[config.mk]
export PLATFORM = sky130hd
export DESIGN_NAME = accel_tilt_filter
export DESIGN_NICKNAME = d
export VERILOG_FILES = /design/src/rtl/accel_tilt_filter.sv
export SDC_FILE = /design/constraint.sdc
export NUM_CORES = 1
export LEC_CHECK = 0
export CAP_MARGIN = 20
export CORE_UTILIZATION = 40
export CTS_CLUSTER_DIAMETER = 50
export CTS_CLUSTER_SIZE = 20
export DETAILED_ROUTE_END_ITERATION = 8
export GPL_TIMING_DRIVEN = 0
export PLACE_DENSITY_LB_ADDON = 0.15
export SLEW_MARGIN = 30
export SYNTH_ARGS = -nofsm -noshare
export SYNTH_HDL_FRONTEND = slang
export SYNTH_SLANG_ARGS = --single-unit
[constraint.sdc]
create_clock -name clk -period 8.57 [get_ports clk]
set_input_delay 1.714 -clock clk [delete_from_list [all_inputs] [get_ports clk]]
set_output_delay 1.714 -clock clk [all_outputs]
set_load 0.01 [all_outputs]
[src/rtl/accel_tilt_filter.sv]
// Two-axis accelerometer tilt filter: block-averages X/Y samples, classifies each
// axis with hysteresis, and emits entry/auto-repeat move strobes plus level tilt flags.
module accel_tilt_filter #(
  parameter int                AVG_LOG2   = 2,
  parameter logic signed [7:0] THRESH_ON  = 8'sd24,
  parameter logic signed [7:0] THRESH_OFF = 8'sd12,
  parameter int                REPEAT_CYC = 5000000
) (
  input  logic              clk,
  input  logic              reset,
  input  logic              sample_valid,
  input  logic [1:0]        sample_axis,
  input  logic signed [7:0] sample_data,
  input  logic              hold,
  output logic signed [7:0] avg_x,
  output logic signed [7:0] avg_y,
  output logic              move_right,
  output logic              move_left,
  output logic              move_up,
  output logic              move_down,
  output logic [3:0]        tilt_state
);

  localparam int ACC_W = 8 + AVG_LOG2;
  localparam int TMR_W = $clog2(REPEAT_CYC);
  localparam logic signed [7:0] NEG_ON  = -THRESH_ON;
  localparam logic signed [7:0] NEG_OFF = -THRESH_OFF;

  typedef enum logic [1:0] {CENTER, POS, NEG} axis_state_t;

  function automatic logic signed [7:0] avg_of(input logic signed [ACC_W-1:0] sum);
    logic signed [ACC_W-1:0] shifted;
    shifted = sum >>> AVG_LOG2;
    return shifted[7:0];
  endfunction

  // A reversal past the opposite ON threshold jumps straight across without visiting CENTER.
  function automatic axis_state_t next_state(input axis_state_t cur,
                                             input logic signed [7:0] a);
    axis_state_t nxt;
    nxt = cur;
    case (cur)
      CENTER: begin
        if (a >= THRESH_ON)   nxt = POS;
        else if (a <= NEG_ON) nxt = NEG;
      end
      POS: begin
        if (a <= NEG_ON)          nxt = NEG;
        else if (a < THRESH_OFF)  nxt = CENTER;
      end
      NEG: begin
        if (a >= THRESH_ON)    nxt = POS;
        else if (a > NEG_OFF)  nxt = CENTER;
      end
      default: nxt = CENTER;
    endcase
    return nxt;
  endfunction

  for (genvar a = 0; a < 2; a++) begin : g_axis
    logic signed [ACC_W-1:0] acc;
    logic [AVG_LOG2-1:0]     cnt;
    logic signed [7:0]       avg;
    axis_state_t             state;
    logic [TMR_W-1:0]        tmr;
    logic                    str_pos;
    logic                    str_neg;

    logic                    take;
    logic                    done;
    logic signed [ACC_W-1:0] sum;
    logic signed [7:0]       avg_new;
    axis_state_t             state_new;

    assign take      = sample_valid && !hold && (sample_axis == 2'(a));
    assign done      = take && (cnt == '1);
    assign sum       = acc + {{AVG_LOG2{sample_data[7]}}, sample_data};
    assign avg_new   = avg_of(sum);
    assign state_new = next_state(state, avg_new);

    always_ff @(posedge clk) begin
      if (reset) begin
        acc     <= '0;
        cnt     <= '0;
        avg     <= '0;
        state   <= CENTER;
        tmr     <= '0;
        str_pos <= 1'b0;
        str_neg <= 1'b0;
      end else begin
        str_pos <= 1'b0;
        str_neg <= 1'b0;
        if (done) begin
          acc <= '0;
          cnt <= '0;
          avg <= avg_new;
        end else if (take) begin
          acc <= sum;
          cnt <= cnt + AVG_LOG2'(1);
        end
        // A state change outranks a repeat that would fire on the same edge.
        if (!hold) begin
          if (done && (state_new != state)) begin
            state   <= state_new;
            tmr     <= '0;
            str_pos <= (state_new == POS);
            str_neg <= (state_new == NEG);
          end else if (state != CENTER) begin
            if (tmr == TMR_W'(REPEAT_CYC - 1)) begin
              tmr     <= '0;
              str_pos <= (state == POS);
              str_neg <= (state == NEG);
            end else begin
              tmr <= tmr + TMR_W'(1);
            end
          end else begin
            tmr <= '0;
          end
        end
      end
    end
  end

  assign avg_x      = g_axis[0].avg;
  assign avg_y      = g_axis[1].avg;
  assign move_right = g_axis[0].str_pos;
  assign move_left  = g_axis[0].str_neg;
  assign move_up    = g_axis[1].str_pos;
  assign move_down  = g_axis[1].str_neg;
  assign tilt_state = {g_axis[1].state == POS, g_axis[1].state == NEG,
                       g_axis[0].state == NEG, g_axis[0].state == POS};

endmodule

# Word level (Yosys, flattened, before mapping)
# Cells that the tools add are included.
# word_totals
elab_cells	94
output_inout_bits	24
ff_bits	94
input_bits	14
# classes
mux	32
reduce_logical	18
magnitude_cmp	8
eq_ne	15
bitwise	1
n_addsub	6
# ops
op	n
23-bit two-way mux	6
23-bit by 1-bit adder with 23-bit output (second input constant)	2
23-bit equality test (second input constant)	2
2-bit two-way mux	12
10-bit adder	2
8-bit by 6-bit >= comparator with 1-bit output (second input constant)	2
8-bit by 5-bit greater-than comparator with 1-bit output (second input constant)	2
8-bit by 6-bit less-or-equal comparator with 1-bit output (second input constant)	2
8-bit by 5-bit < comparator with 1-bit output (second input constant)	2
2-bit equality test (second input constant)	6
1-bit two-way mux	12
2-bit one-hot mux with 3 select lines	2
2-bit by 1-bit equality test with 1-bit output (second input constant)	5
1-bit logical AND	7
2-bit zero test	3
2-bit OR reduction	3
2-bit by 1-bit adder with 2-bit output (second input constant)	2
2-bit inequality test	2
2-bit AND reduction	2
2-bit nonzero test	2
1-bit zero test	1
1-bit inverter	1

# Depth between registers and ports, before layout
# Gate-level depths: netlist of the first run.
# logic_depth
depth_word	8
mapped_depth	13
ltp_nobuf	11

# Worst setup path after synthesis of the first run
# No wires, ideal clock.
# synth_timing
path_kind	input to register
startpoint	input port sample_data[0]
endpoint	register g_axis[0].state[1]
setup_slack_ns	3.653
t_arrival_ns	4.846
stages	11
path_buffers	0
setup_time_ns	0.070
required_time_ns	8.500
path_cell_list	ha_1 fa_1 a211oi_1 o21ai_0 a221oi_2 xor2_1 o311a_1 o311ai_4 nand2_2 or4b_1 a21oi_1
# synth_via
elab_chain_cells	8
elab_cells_between_ends	15
cone_classes	add/sub: 1; order compare: 4; eq/ne: 1; mux: 7; reduce/logical: 2
# synth_lines
element	line	text
start: declaration	13	input logic signed [7:0] sample_data,
10-bit adder *	77	assign sum = acc + {{AVG_LOG2{sample_data[7]}}, sample_data};
8-bit by 5-bit greater-than comparator with 1-bit output, or another cell as far along	53	else if (a > NEG_OFF) nxt = CENTER;
2-bit two-way mux, on equally long branches	53, 45, 49	
2-bit two-way mux, on equally long branches	52, 44, 48	
2-bit one-hot mux with 3 select lines *	42	case (cur)
2-bit inequality test	103	if (done && (state_new != state)) begin
1-bit logical AND	103	
2-bit AND reduction (no source line)	--	
end signal: assignment	104	state <= state_new;
end: declaration	64	axis_state_t state;
# Mark *: on every way between the ends. The rest lies on a longest branch, timed or not.
# A chain may end at the register's enable or synchronous reset.

# Worst setup path in the final report of the first run
# layout_timing
startpoint	input port sample_data[0]
endpoint	register g_axis[1].tmr[6]
# layout_via
elab_chain_cells	8
elab_cells_between_ends	15
cone_classes	add/sub: 1; order compare: 4; eq/ne: 1; mux: 8; reduce/logical: 1
# layout_lines
element	line	text
10-bit adder *	77	
8-bit by 5-bit greater-than comparator with 1-bit output, or another cell as far along	53	
2-bit two-way mux, on equally long branches	53, 45, 49	
2-bit two-way mux, on equally long branches	52, 44, 48	
2-bit one-hot mux with 3 select lines *	42	
2-bit inequality test *	103	
1-bit logical AND *	103	
23-bit two-way mux *	103	
end signal: assignment	114	tmr <= tmr + TMR_W'(1);
end: declaration	65	logic [TMR_W-1:0] tmr;
# Marked as above.

==> results.tsv, run 1 <==
stage	metric	value	unit
status	status	finished clean	
detailed_routing	drc	0	
power_and_ir_drop	pwr-share-seq	0.466	
global_routing	grt_first_pass_wirelength	22850	µm
min_path	worstHoldPathType	flip-flop to flip-flop	
sta	finalSetupViolations	0	
floorplan	io_pins	38	
logic_synthesis	ys.flop_type	dfxtp_1	
logic_synthesis	yosysWarnings	0	
logic_synthesis	synth_area_leader_cell	dfxtp_1	
cells_and_area	diodes	0	
power_and_ir_drop	p_leak	0.002137	µW
place	place.gp.congestion	0.8713	
clock_tree	clk_pin_slew_worst_paths	0.07	ns
clock_tree	postCtsResizedCells	0	
detailed_routing	wirelength	13780	µm
clock_tree	postCtsHoldBufs	0	
clock_tree	cts.sinks	94	
clock_tree	clk_latency	0.36	ns
critical_path	r2r-start	g_axis[1].acc[0]	
power_and_ir_drop	p_int	703.0	µW
logic_synthesis	yosysUniqueCellTypes	71	
floorplan	die_area	0.01391	mm²
sta	min_period	5.678	ns
detailed_routing	firstDrtPassIters	5	
logic_synthesis	yosysMostFrequentCell	dfxtp_1	
power_and_ir_drop	pwr-share-clk	0.432	
cells_and_area	final_nets	755	
critical_path	r2r.worst_path.cells	12	
critical_path	worstSetupPathType	input pin to flip-flop	
global_routing	grt_pass1_vias	4780	
critical_path	worstPathCellList	clkdlybuf4s50_1 > ha_1 > fa_1 > a211oi_2 > o21bai_1 > a2111oi_0 > nor3_1 > o311ai_2 > o311a_1 > nand3_1 > clkbuf_1 > or3_1 > o21ai_0	
clock_tree	root_buffer	clkbuf_16	
floorplan	die_x	117.9	µm
place	io_buffers	36	
logic_synthesis	synth_cells	670	
min_path	min_to	avg_y[1]	
global_routing	use_met3	0.03004	
logic_synthesis	async_reset_ff_frac	0	
power_and_ir_drop	p_sw	243.8	µW
min_path	holdPathStages	2	
logic_synthesis	yosys-mux-area-fraction	0.01676	
floorplan	row_count	41	
logic_synthesis	synth-xor-area-share	0.04399	
critical_path	cp_max_fo	10	
floorplan	core-area	0.01288	mm²
min_path	hold_path.startpoint	avg_y[1]	
critical_path	crit_path_start_kind	input pin	
logic_synthesis	synth-edff-count	0	
power_and_ir_drop	sw_frac_of_total	0.2575	
logic_synthesis	synth-compound-area-share	0.2409	
power_and_ir_drop	max-vdd-ir-drop	0.00007598	V
logic_synthesis	synth_seq_cells	94	
cells_and_area	utilization	0.4855	
critical_path	r2r_end	g_axis[1].tmr[6]	
power_and_ir_drop	p_per_area	151.5	mW/mm²
clock_tree	post_cts_buffers	0	
logic_synthesis	ys_top_cells_by_count	dfxtp_1, nand2_1, nor2_1, a21oi_1, nand3_1	
critical_path	crit_arrival	5.96	ns
sta	max_freq	176.1	MHz
floorplan	die_y	117.9	µm
logic_synthesis	yosysTopAreaCellShare	0.3501	
global_routing	met2_usage	0.3379	
logic_synthesis	synth_area_leaders	dfxtp_1, nand2_1, a21oi_1, ha_1, nor2_1	
detailed_routing	drt_iter0_drc	323	
power_and_ir_drop	combinationalPowerShare	0.102	
place	dp_hpwl	10240	µm
clock_tree	cts_buffer_depth	2	
critical_path	required	8.85	ns
logic_synthesis	synth_fa_ha_area_frac	0.05866	
logic_synthesis	ys_seq_area_frac	0.3501	
logic_synthesis	yosys.area_share.simple	0.2565	
detailed_routing	vias	5076	
global_routing	grt_max_degree	17	
job	maxCapViolations	0	
floorplan	initial_core_util	0.4175	
global_routing	grt.total_usage	0.2024	
detailed_routing	wl_per_cell	15.43	µm
logic_synthesis	syn_area_per_cell	8.023	µm²
cells_and_area	drive_gt1_frac	0.05409	
global_routing	gr-total-overflow	0	
clock_tree	numCtsBuffers	9	
detailed_routing	ant_nets	0	
sta	skew	0.01058	ns
critical_path	critical_path.endpoint_type	flip-flop	
detailed_routing	viasPerCell	5.684	
sta	hold_viol	0	
global_routing	grt_util_met1	0.2594	
logic_synthesis	synth_fp_nets	708	
clock_tree	cts_tree	yes	
power_and_ir_drop	power	946.7	µW
critical_path	critPathSlowestCell	a2111oi_0	
critical_path	max_stage_delay	0.54	ns
critical_path	regToRegSetupSlack	4.44	ns
sta	worst_pin_slew	0.8356	ns
sta	post-route-period-util	0.6626	
global_routing	antenna_found_initial	0	
logic_synthesis	syn-cell-area	0.005375	mm²
global_routing	top_usage_layer	met2	
logic_synthesis	synth_top_family_by_area	simple AND/OR/NAND/NOR gates	
cells_and_area	areaGrowthSynthToFinish	16.29	%
sta	fin_tns_setup	0	ns
sta	rsz0062_at_grt	no	
clock_tree	cts_max_level	3	
sta	slew_violations	0	
sta	max-slew-margin-rel	0.4341	
[kinds of logic (layout without fill, tap and decap cells)]
logic type / Yosys count / after routing
AOI/OAI and AO/OA: 189 / 189
xor gates and xnor gates: 27 / 27
adders and majority gates: 24 / 24
buffers and inverters: 45 / 96
DFF: 94 / 94
muxes: 9 / 9
and+or+nand+nor: 282 / 282
[worst max-delay path: cells and delay by family]
family	cells	cell delay, ns
buffers and inverters	2	0.79
adder cells (fa/ha/maj)	2	0.76
AND/OR/NAND/NOR	3	0.85
AO/OA/AOI/OAI	6	1.85
[power by group through the flow]
stage / clock (µW) / combinational [µW] / sequential (µW)
after floorplan: 0 / 68.1 / 451
after CTS: 420 / 95.6 / 441
final: 409 / 96.3 / 441
after global placement: 0 / 92.9 / 451
after global routing: 436 / 106 / 441
after detailed placement: 0 / 94.9 / 452
[metal layers]
metal | vias up | wire length [µm]
met2 | 99 | 6500
met3 | 17 | 519
met5 | - | 0
li1 | 2559 | -
met1 | 2401 | 6494
met4 | 0 | 267
[area by class of cell]
cell class / instances / area (µm²)
clock inverter: 6 / 68.82
timing repair buffer: 36 / 360.3
inverter: 16 / 60.06
clock buffer: 9 / 225.2
multi-input combinational: 531 / 3322
buffer: 29 / 117.6
fill: 1303 / 6625
sequential: 94 / 1882
tap: 172 / 215.2
[cells in the final DEF (no fill, tap or decap), types with 6 or more instances in the layout]
cell | netlist | layout
clkbuf_16 | 0 | 9
o21ai_0 | 30 | 30
a31oi_1 | 18 | 18
nand2b_1 | 13 | 13
a21o_1 | 7 | 7
clkbuf_1 | 23 | 23
or3_1 | 8 | 8
xor2_1 | 9 | 9
and3_1 | 7 | 7
nand2_1 | 89 | 89
inv_1 | 16 | 16
mux2i_1 | 9 | 9
xnor2_1 | 18 | 18
clkdlybuf4s50_1 | 0 | 36
a21oi_1 | 56 | 56
dfxtp_1 | 94 | 94
nand3_1 | 36 | 36
a211oi_1 | 14 | 14
a41oi_1 | 6 | 6
nor3_1 | 15 | 15
nor4_1 | 9 | 9
nor2_1 | 65 | 65
o21a_1 | 7 | 7
ha_1 | 22 | 22
[sequential cells by signal (all words and copies together), names as in the netlist]
register and cells:
g_axis.tmr 46, g_axis.acc 20, move_right 1, move_left 1, avg_y 8, g_axis.state 4
move_down 1, g_axis.cnt 4, move_up 1, avg_x 8
[metrics by stage]
stage	hold WS (ns)	instances	area (µm²)	worst slack (ns)
global placement	0.4461	878	5951	2.653
detailed placement	0.4475	878	5957	2.658
CTS	0.4571	893	6251	2.999
floorplan	0.4307	670	5375	3.653
global route	0.4708	893	6251	2.640
finish	0.4571	893	6251	2.892
[how the worst max path moves through the flow]
| stage | from | endpoint | slack, ns | cells after the start |
|---|---|---|---|---|
| floorplan | sample_data[0] | g_axis[0].state[1] | 3.65 | 11 |
| global placement | sample_data[0] | g_axis[1].tmr[18] | 2.65 | 13 |
| detailed placement | sample_data[0] | g_axis[1].tmr[18] | 2.66 | 13 |
| CTS | sample_data[0] | g_axis[1].tmr[18] | 3.00 | 13 |
| global route | sample_data[0] | g_axis[1].tmr[14] | 2.64 | 13 |
| finish | sample_data[0] | g_axis[1].tmr[6] | 2.89 | 13 |
(Power assumes the default switching activity.)
==> run 2, diff against run 1 <==
Clock period 8.57 ns to 4.75 ns, I/O delays scaled along.
==> run 2 against run 1 <==
  * Register-to-register slack got worse by 3.4 ns
  * Via count fell by 0.49%
  * Critical endpoint unchanged
  * Largest cell class unchanged
  * Cell area rose by 1.4%
  * Non-clock buffer count rose by 4
==> results.tsv, run 2 (same netlist as run 1, synthesis figures left out) <==
stage	metric	value	unit	change
detailed_routing	wirelength	13940	µm	+1.1%
global_routing	grt_max_degree	17		unchanged
power_and_ir_drop	pwr-share-seq	0.464		-0.002
sta	skew	0.01125	ns	+0.0006681 ns
min_path	holdPathStages	2		unchanged
place	dp_hpwl	10240	µm	unchanged
power_and_ir_drop	p_per_area	270.9	mW/mm²	+79%
sta	fin_tns_setup	0	ns	unchanged
power_and_ir_drop	pwr-share-clk	0.431		about the same
global_routing	antenna_found_initial	0		unchanged
cells_and_area	final_cell_mix	dfxtp_1, nand2_1, nor2_1		
detailed_routing	wl_per_cell	15.54	µm	+0.69%
critical_path	max_stage_delay	0.50	ns	-0.04 ns
sta	hold_viol	0		unchanged
cells_and_area	drive_gt1_frac	0.06897		+0.01487
cells_and_area	mostFrequentLayoutCell	dfxtp_1		
clock_tree	clk_pin_slew_worst_paths	0.07	ns	about the same
critical_path	critical_path.endpoint_type	flip-flop		
floorplan	core-area	0.01288	mm²	unchanged
power_and_ir_drop	p_int	1271	µW	+81%
critical_path	crit_family	compound AO/OA/AOI/OAI gates		
floorplan	io_pins	38		unchanged
detailed_routing	drc	0		unchanged
critical_path	cp_max_fo	10		unchanged
floorplan	row_count	41		unchanged
sta	whs	0.4571	ns	+0.00003900 ns
sta	finalSetupViolations	0		unchanged
critical_path	cp.depth	13		unchanged
cells_and_area	utilization	0.4922		+0.006705
clock_tree	postCtsHoldBufs	0		unchanged
cells_and_area	diodes	0		unchanged
clock_tree	cts_tree	yes		
power_and_ir_drop	power	1717	µW	+81%
sta	post-route-period-util	0.9512		
power_and_ir_drop	combinationalPowerShare	0.106		+0.004
clock_tree	cts_max_level	3		unchanged
critical_path	critPathSlowestCell	fa_1		
cells_and_area	top_regs	g_axis.tmr (46), g_axis.acc (20)		
critical_path	r2r.worst_path.cells	11		-1
critical_path	worstPathCellList	clkdlybuf4s50_1 > ha_1 > fa_1 > a211oi_2 > o21bai_1 > a2111oi_2 > nor3_2 > o311ai_4 > o311a_1 > nand3_1 > clkbuf_2 > or3_1 > o21ai_0		
clock_tree	cts.sinks	94		unchanged
sta	worst_pin_slew	0.7406	ns	-0.09496 ns
sta	layout_setup_ws	0.2320	ns	-2.660 ns
power_and_ir_drop	p_sw	445.7	µW	+83%
cells_and_area	final_nets	759		+0.53%
sta	min_period	4.518	ns	
clock_tree	root_buffer	clkbuf_16		
critical_path	required	5.03	ns	-3.82 ns
sta	rsz0062_at_grt	no		
power_and_ir_drop	sw_frac_of_total	0.2596		+0.002090
critical_path	crit_arrival	4.80	ns	-1.16 ns
detailed_routing	vias	5051		-0.49%
global_routing	gr-total-overflow	0		unchanged
detailed_routing	viasPerCell	5.631		-0.94%
cells_and_area	fill_cells	1296		-0.54%
min_path	worstHoldPathType	flip-flop to flip-flop		
critical_path	crit_path_start_kind	input pin		
global_routing	grt.total_usage	0.2026		about the same
clock_tree	cts_buffer_depth	2		unchanged
global_routing	grt_first_pass_wirelength	22870	µm	about the same
detailed_routing	drt_iter0_drc	333		+3.1%
status	status	finished clean		
global_routing	grt_pass1_vias	4782		+0.042%
floorplan	die_area	0.01391	mm²	unchanged
detailed_routing	ant_nets	0		unchanged
detailed_routing	firstDrtPassIters	5		unchanged
sta	max-slew-margin-rel	0.5050		+0.07082
floorplan	die_x	117.9	µm	unchanged
clock_tree	numCtsBuffers	9		unchanged
sta	max_freq	221.3	MHz	
place	place.gp.congestion	0.8713		unchanged
power_and_ir_drop	p_leak	0.002169	µW	+1.5%
cells_and_area	largest_register	g_axis.tmr		
power_and_ir_drop	max-vdd-ir-drop	0.0001369	V	+80%
critical_path	path_buf_inv	2		unchanged
cells_and_area	largest_register_ffs	46		unchanged
sta	slew_violations	0		unchanged
job	maxCapViolations	0		unchanged
place	post-place-ws	-0.3985	ns	-3.056 ns
cells_and_area	ff_latch_area	0.001882	mm²	unchanged
cells_and_area	multi_input_area	0.003377	mm²	+1.7%
clock_tree	clk_latency	0.36	ns	about the same
place	io_buffers	36		unchanged
floorplan	initial_core_util	0.4175		unchanged
cells_and_area	areaGrowthSynthToFinish	17.90	%	
floorplan	die_y	117.9	µm	unchanged
critical_path	worstSetupPathType	input pin to flip-flop		
run 2: path summary, 6_finish.rpt:
check | startpoint | end | slack [ns]
setup reg to reg | g_axis[0].acc[0] | g_axis[0].state[1] | 1.01
hold / removal | avg_y[1] | avg_y[1] | 0.46
hold reg to reg | avg_y[1] | avg_y[1] | 0.46
setup / recovery | sample_data[0] | g_axis[1].tmr[6] | 0.23
run 2: power groups by stage:
stage | clock network (µW) | logic, µW | registers (µW)
floorplan | 0 | 123 | 814
global placement | 0 | 168 | 814
detailed placement | 0 | 171 | 815
CTS | 757 | 175 | 796
global route | 787 | 199 | 796
finish | 739 | 181 | 796
run 2: worst min-delay path: stages (launching register included):
cell and delay [ns]:
dfxtp_1 0.31, nand2_1 0.05, a21oi_1 0.05
run 2: timing repair:
item	4_1_cts	5_1_grt
resized for setup	3	8
cloned	0	0
endpoints found under the setup margin	6	33
buffers inserted	0	4
pin swaps	0	3
run 2: stage by stage:
step | instance area [µm²] | cells
floorplan | 5375 | 670
global placement | 5951 | 878
detailed placement | 5957 | 878
CTS | 6267 | 893
global route | 6337 | 897
finish | 6337 | 897
run 2: layer usage:
| layer | vias up | GRT usage | part of all wire | wire (µm) |
|---|---|---|---|---|
| li1 | 2561 | - | - | - |
| met1 | 2411 | 0.2594 | 0.49 | 6766 |
| met2 | 64 | 0.3382 | 0.47 | 6618 |
| met3 | 15 | 0.03004 | 0.021 | 298 |
| met4 | 0 | 0.08413 | 0.018 | 254 |
| met5 | - | 0 | 0 | 0 |
run 2: final cells by class:
cell class | count | area share
inverters | 16 | 0.009477
flip-flops and latches | 94 | 0.2969
clock inverters | 6 | 0.01086
clock buffers | 9 | 0.03554
multi-input cells | 531 | 0.5329
well taps | 172 | 0.03396
repair buffers | 40 | 0.06160
plain buffers | 29 | 0.01876
